===== config.mk =====
export PLATFORM = sky130hd
export DESIGN_NAME = lcd_timing_gen
export DESIGN_NICKNAME = d
export VERILOG_FILES = /design/src/rtl/lcd_pkg.sv /design/src/rtl/lcd_phase_counter.sv /design/src/rtl/lcd_timing_gen.sv
export SDC_FILE = /design/constraint.sdc
export NUM_CORES = 1
export LEC_CHECK = 0
export ABC_AREA = 1
export CORE_MARGIN = 5
export CORE_UTILIZATION = 55
export DETAILED_ROUTE_END_ITERATION = 12
export HOLD_SLACK_MARGIN = 0.05
export PLACE_DENSITY = 0.8
export SYNTH_ARGS = -nofsm -noshare
export SYNTH_HDL_FRONTEND = slang
export SYNTH_SLANG_ARGS = --single-unit

===== constraint.sdc =====
create_clock -name CLK -period 2.5 [get_ports CLK]
set_input_delay 0.25 -clock CLK [delete_from_list [all_inputs] [get_ports CLK]]
set_output_delay 0.25 -clock CLK [all_outputs]
set_load 0.02 [all_outputs]

===== src/rtl/lcd_pkg.sv =====
// lcd_pkg: shared LCD timing definitions.
// Holds the default 800x480 panel timing, the 4-phase state encoding used by
// both the horizontal and vertical sequencers, the counter widths, and the
// helper that adds phase lengths at counter width so totals cannot overflow.
// Reused by the timing generator and by the downstream bitmap/compositing stages.
package lcd_pkg;

    localparam int LCD_H_ACTIVE = 800;
    localparam int LCD_H_FP     = 40;
    localparam int LCD_H_SYNC   = 128;
    localparam int LCD_H_BP     = 88;

    localparam int LCD_V_ACTIVE = 480;
    localparam int LCD_V_FP     = 13;
    localparam int LCD_V_SYNC   = 3;
    localparam int LCD_V_BP     = 32;

    // Internal position counters hold up to 1055; the exported coordinate only
    // needs to cover the active region (0..799).
    localparam int CNT_W = 11;
    localparam int POS_W = 10;

    typedef enum logic [1:0] {
        PH_ACT   = 2'd0,
        PH_FRONT = 2'd1,
        PH_SYNCP = 2'd2,
        PH_BACK  = 2'd3
    } phase_e;

    // Sum of phase lengths evaluated at CNT_W bits.
    function automatic logic [CNT_W-1:0] phase_sum(input int a, input int b,
                                                   input int c, input int d);
        return CNT_W'(a) + CNT_W'(b) + CNT_W'(c) + CNT_W'(d);
    endfunction

    localparam logic [CNT_W-1:0] LCD_H_TOTAL =
        phase_sum(LCD_H_ACTIVE, LCD_H_FP, LCD_H_SYNC, LCD_H_BP);   // 1056
    localparam logic [CNT_W-1:0] LCD_V_TOTAL =
        phase_sum(LCD_V_ACTIVE, LCD_V_FP, LCD_V_SYNC, LCD_V_BP);   // 528

endpackage


===== src/rtl/lcd_phase_counter.sv =====
// lcd_phase_counter: position counter with a 4-phase sequencer
// (ACT -> FRONT -> SYNCP -> BACK -> ACT). Used once per axis.
// Ports:
//   i_clk    clock, rising edge
//   i_rst_n  asynchronous active-low reset (count 0, phase ACT)
//   i_adv    advance enable; counter and phase only move when high
//   o_pos    low POS_W bits of the position (meaningful during ACT)
//   o_phase  current phase, always consistent with the current count
//   o_wrap   high when the next advance returns the count to 0
module lcd_phase_counter
    import lcd_pkg::*;
#(
    parameter int LEN_ACT   = LCD_H_ACTIVE,
    parameter int LEN_FRONT = LCD_H_FP,
    parameter int LEN_SYNC  = LCD_H_SYNC,
    parameter int LEN_BACK  = LCD_H_BP
) (
    input  logic             i_clk,
    input  logic             i_rst_n,
    input  logic             i_adv,
    output logic [POS_W-1:0] o_pos,
    output phase_e           o_phase,
    output logic             o_wrap
);

    localparam logic [CNT_W-1:0] END_ACT   = phase_sum(LEN_ACT, 0, 0, 0);
    localparam logic [CNT_W-1:0] END_FRONT = phase_sum(LEN_ACT, LEN_FRONT, 0, 0);
    localparam logic [CNT_W-1:0] END_SYNC  = phase_sum(LEN_ACT, LEN_FRONT, LEN_SYNC, 0);
    localparam logic [CNT_W-1:0] LAST      =
        phase_sum(LEN_ACT, LEN_FRONT, LEN_SYNC, LEN_BACK) - CNT_W'(1);

    logic [CNT_W-1:0] r_cnt;
    logic [CNT_W-1:0] w_cnt_inc;
    logic [CNT_W-1:0] w_cnt_next;
    phase_e           r_phase;
    phase_e           w_phase_next;
    logic             w_last;

    assign w_cnt_inc = r_cnt + CNT_W'(1);
    assign w_last    = (r_cnt == LAST);

    // Phase changes are decided from the incremented count so that the
    // registered phase always matches the registered count, even for
    // phases only one step long.
    always_comb begin
        w_cnt_next   = r_cnt;
        w_phase_next = r_phase;
        if (i_adv) begin
            w_cnt_next = w_last ? '0 : w_cnt_inc;
            case (r_phase)
                PH_ACT:   if (w_cnt_inc == END_ACT)   w_phase_next = PH_FRONT;
                PH_FRONT: if (w_cnt_inc == END_FRONT) w_phase_next = PH_SYNCP;
                PH_SYNCP: if (w_cnt_inc == END_SYNC)  w_phase_next = PH_BACK;
                PH_BACK:  if (w_last)                 w_phase_next = PH_ACT;
                default:                              w_phase_next = PH_ACT;
            endcase
        end
    end

    always_ff @(posedge i_clk or negedge i_rst_n) begin
        if (!i_rst_n) begin
            r_cnt   <= '0;
            r_phase <= PH_ACT;
        end else begin
            r_cnt   <= w_cnt_next;
            r_phase <= w_phase_next;
        end
    end

    assign o_pos   = r_cnt[POS_W-1:0];
    assign o_phase = r_phase;
    assign o_wrap  = i_adv && w_last;

endmodule


===== src/rtl/lcd_timing_gen.sv =====
// lcd_timing_gen: LCD panel timing generator (default 800x480, 1056x528 total).
// Ports:
//   CLK        pixel clock, rising edge
//   nRST       asynchronous active-low reset
//   HSYNC      horizontal sync, active-low
//   VSYNC      vertical sync, active-low, whole lines
//   DE         data enable, high for visible pixels
//   X, Y       pixel column/row while DE, 0 otherwise
//   FRAME_END  high during vertical blanking; falling edge starts a frame
//   FRAME_CNT  completed-frame counter, increments as FRAME_END rises
// All outputs are registered decodes of the counter state (1 CLK latency).
module lcd_timing_gen
    import lcd_pkg::*;
#(
    parameter int H_ACTIVE = LCD_H_ACTIVE,
    parameter int H_FP     = LCD_H_FP,
    parameter int H_SYNC   = LCD_H_SYNC,
    parameter int H_BP     = LCD_H_BP,
    parameter int V_ACTIVE = LCD_V_ACTIVE,
    parameter int V_FP     = LCD_V_FP,
    parameter int V_SYNC   = LCD_V_SYNC,
    parameter int V_BP     = LCD_V_BP
) (
    input  logic        CLK,
    input  logic        nRST,
    output logic        HSYNC,
    output logic        VSYNC,
    output logic        DE,
    output logic [9:0]  X,
    output logic [9:0]  Y,
    output logic        FRAME_END,
    output logic [15:0] FRAME_CNT
);

    logic [POS_W-1:0] w_h_pos;
    logic [POS_W-1:0] w_v_pos;
    phase_e           w_h_phase;
    phase_e           w_v_phase;
    logic             w_h_wrap;
    // The vertical carry has no consumer: frame boundaries come from the phase.
    logic             w_unused_v_wrap;
    logic             w_de;
    logic             w_fe;

    logic             r_hsync;
    logic             r_vsync;
    logic             r_de;
    logic [9:0]       r_x;
    logic [9:0]       r_y;
    logic             r_frame_end;
    logic [15:0]      r_frame_cnt;

    lcd_phase_counter #(
        .LEN_ACT   (H_ACTIVE),
        .LEN_FRONT (H_FP),
        .LEN_SYNC  (H_SYNC),
        .LEN_BACK  (H_BP)
    ) u_h (
        .i_clk   (CLK),
        .i_rst_n (nRST),
        .i_adv   (1'b1),
        .o_pos   (w_h_pos),
        .o_phase (w_h_phase),
        .o_wrap  (w_h_wrap)
    );

    // Vertical position only moves at the end of each line, so VSYNC and
    // FRAME_END edges land on h_cnt = 0.
    lcd_phase_counter #(
        .LEN_ACT   (V_ACTIVE),
        .LEN_FRONT (V_FP),
        .LEN_SYNC  (V_SYNC),
        .LEN_BACK  (V_BP)
    ) u_v (
        .i_clk   (CLK),
        .i_rst_n (nRST),
        .i_adv   (w_h_wrap),
        .o_pos   (w_v_pos),
        .o_phase (w_v_phase),
        .o_wrap  (w_unused_v_wrap)
    );

    assign w_de = (w_h_phase == PH_ACT) && (w_v_phase == PH_ACT);
    assign w_fe = (w_v_phase != PH_ACT);

    always_ff @(posedge CLK or negedge nRST) begin
        if (!nRST) begin
            r_hsync     <= 1'b1;
            r_vsync     <= 1'b1;
            r_de        <= 1'b0;
            r_x         <= '0;
            r_y         <= '0;
            r_frame_end <= 1'b0;
            r_frame_cnt <= '0;
        end else begin
            r_hsync     <= (w_h_phase != PH_SYNCP);
            r_vsync     <= (w_v_phase != PH_SYNCP);
            r_de        <= w_de;
            r_x         <= w_de ? w_h_pos : '0;
            r_y         <= w_de ? w_v_pos : '0;
            r_frame_end <= w_fe;
            // Rising edge of FRAME_END is detected against its own register.
            r_frame_cnt <= r_frame_cnt + 16'(w_fe && !r_frame_end);
        end
    end

    assign HSYNC     = r_hsync;
    assign VSYNC     = r_vsync;
    assign DE        = r_de;
    assign X         = r_x;
    assign Y         = r_y;
    assign FRAME_END = r_frame_end;
    assign FRAME_CNT = r_frame_cnt;

endmodule


==> reports/results.ini <==
[status]
status = complete, no violations

[detailed_routing]
routedWlPerCell_um = 14.3
post-route-drc-count = 0
drt_iter0_markers = 142
postRouteAntennaNets = 0
vias = 2617
viasPerCell = 5.17
totalWireLength_um = 7240
dr.pass1.iters = 4

[floorplanning]
die_w_um = 86.6
num_rows = 28
initial_utilization_pct = 55.5
die_h_um = 86.6
die_area_um2 = 7500
fp.coreArea_um2 = 5820
num_io_pins = 42

[yosys]
synth_edf_count = 0
async_flop_share_pct = 100
synth_commonest_cells = nand2_1 (76), dfrtp_1 (64), inv_1 (54), nor2_1 (48), nand3_1 (34)
synthDistinctLibCells = 29
avgSynthCellArea_um2 = 8.61
syn-num-nets = 392
synth-seq-cells = 66
yosysWarnings = 0
synth_area_um2 = 3230
synth_area_leaders = dfrtp_1 (50%), nand2_1 (8.8%), inv_1 (6.3%), ha_1 (5.8%), nor2_1 (5.6%)
yosys.area.top_type = dfrtp_1
synthFlopType = dfrtp_1
ys_seq_area_share_pct = 51.2
synth.most_common_cell = nand2_1
netlist_instances = 375
synth.top_cell.area_share_pct = 49.6

[cts]
cts_buffers = 9
cts_setup_buffers = 0
clock_latency_ps = 340
htreeDepth = 3
clock-sinks = 66
root_buffer = clkbuf_8
clock_path_buffers = 2
tritoncts = done
clk_pin_slew_ps = 70

[grt]
grt_pass1_wl_um = 12000
grt_antenna_before_repair = 0
grt_pass1_vias = 2522
grt_max_degree = 32
gr-total-overflow = 0
grt.total_usage_pct = 20.6

[setup_path]
startpoint_type = flop
cp.required_ps = 2720
r2r_cells = 11
cp.arrival_ps = 2630
rrSetupSlack_ps = 90
crit-reg2reg-capture = FRAME_CNT[12]
cp_slowest_cell = dfrtp_1
path_class = reg2reg
critPathCaptureType = flop
timing.rr.start = u_v.o_phase[0]
cp_common_cell = ha_1
worst-path-max-fanout = 4
crit_chain = inv_1 > ha_1 > nor2_1 > ha_1 > ha_1 > nand3_1 > nor3_2 > nand3_2 > nor3_4 > nand2_1 > xor2_1
slowest_delay_ps = 410

[layout]
n_fill_cell = 460
final_cell_area_um2 = 4020
finalNetCount = 443
n_antenna_cell = 0
layout-drive-gt1-share_pct = 12.1
area_delta_synth_final_pct = 24.4

[power_and_ir_drop]
power_density_nw_per_um2 = 533
peakVddDrop_v = 0.000332
cellLeakagePower_nw = 1.91

[sta]
final_max_slew_viol_count = 0
tightest_slew_ps = 832
maxSlewHeadroom_pct = 44.2
setup_violations = 0
timing.final.hold_violations = 0
worst_hold_slack_ps = 414
max_freq_mhz = 415
fin_skew_ps = 5.99
min_period_over_period_pct = 96.4
finalCriticalPeriod_ps = 2410

[placed_design]
place_area_um2 = 3740
portBuffers = 41
dp_hpwl_um = 5160
place_congestion = 0.905

[worst_hold_path]
hp-class = in2async

[run]
cap_viol_max_count = 0

cells by family (layout without fill, tap and decap cells):
| group | count (synthesis) | in the layout | synth area share (%) |
|---|---|---|---|
| simple gates | 195 | 195 | 27.8 |
| fa+ha+maj | 15 | 15 | 5.81 |
| buf+inv | 64 | 120 | 7.48 |
| flops | 66 | 66 | 51.2 |
| xor+xnor | 13 | 13 | 3.53 |
| compound gates | 22 | 22 | 4.15 |
area by class of cell:
class	count	area (um2)	share of cell area (%)
Sequential cell	66	1650	41.2
Multi-Input combinational cell	245	1360	33.9
Timing Repair Buffer	44	443	11.0
Inverter	60	225	5.61
Clock buffer	12	165	4.11
Tap cell	75	93.8	2.34
Clock inverter	4	72.6	1.81
placed cells by master, fill, tap and decap left out, drive strengths merged, types with 3 or more instances in the layout:
| cell | Yosys | final |
|---|---|---|
| nor3 | 5 | 5 |
| clkbuf | 3 | 12 |
| clkinv | 3 | 4 |
| ha | 15 | 15 |
| dfrtp | 64 | 64 |
| nand4 | 9 | 9 |
| nand2 | 85 | 85 |
| o22ai | 9 | 9 |
| nor2 | 57 | 57 |
| xor2 | 10 | 10 |
| inv | 57 | 57 |
| xnor2 | 3 | 3 |
| o21ai | 10 | 10 |
| nand3 | 36 | 36 |
| buf | 1 | 3 |
| clkdlybuf4s50 | 0 | 40 |
repair_timing:
item                                    CTS  global route
hold buffers                              1             0
resized for setup                         1             5
endpoints found under the hold margin    21             0
endpoints found under the setup margin    2             5
how the worst max path moves through the flow:
stage / startpoint / to / slack [ps]
floorplan: u_v.o_phase[0] / FRAME_CNT[12] / 330
global placement: u_v.o_phase[0] / FRAME_CNT[12] / 220
detailed placement: u_v.o_phase[0] / FRAME_CNT[12] / 40
CTS: u_v.o_phase[0] / FRAME_CNT[12] / 40
global route: u_v.o_phase[0] / FRAME_CNT[12] / -80
finish: u_v.o_phase[0] / FRAME_CNT[12] / 90
registers in the layout (all words and copies together) (netlist names):
signal       cells
DE               1
FRAME_CNT       16
FRAME_END        1
HSYNC            1
VSYNC            1
X               10
Y               10
u_h.o_phase      2
u_h.r_cnt       11
u_v.o_phase      2
u_v.r_cnt       11
power breakdown:
part / total [mW] / switching [mW] / internal (mW) / leakage, nW
logic: 0.0264 / 0.0207 / 0.00572 / 0.907
registers: 1.07 / 0 / 1.07 / 0.886
clock network: 1.05 / 0.405 / 0.641 / 0.119
total: 2.14 / 0.426 / 1.71 / 1.91
stage by stage:
stage | setup TNS (ps) | setup WS [ps] | power, mW | cells | util [%]
global placement | 0 | 219 | 1.11 | 489 | 64.3
CTS | 0 | 44.1 | 2.16 | 506 | 68.7
finish | 0 | 89.6 | 2.14 | 506 | 69.1
detailed placement | 0 | 35.1 | 1.11 | 489 | 64.3
floorplan | 0 | 331 | 1.09 | 375 | -
global route | -133 | -82.2 | 2.20 | 506 | 69.1
layer usage:
metal | GRT usage [%] | share of wire [%]
met1 | 28.6 | 45
met2 | 31.4 | 48
met3 | 3.90 | 5.6
met4 | 9.21 | 1.8
met5 | 0 | 0
critical path, delay by kind of cell (launching register included):
kind | cells | cell delay (ps)
xor gates and xnor gates | 1 | 150
buffers and inverters | 1 | 90
DFF | 1 | 410
and+or+nand+nor | 6 | 1040
adders and majority gates | 3 | 600
(Power assumes the default switching activity.)
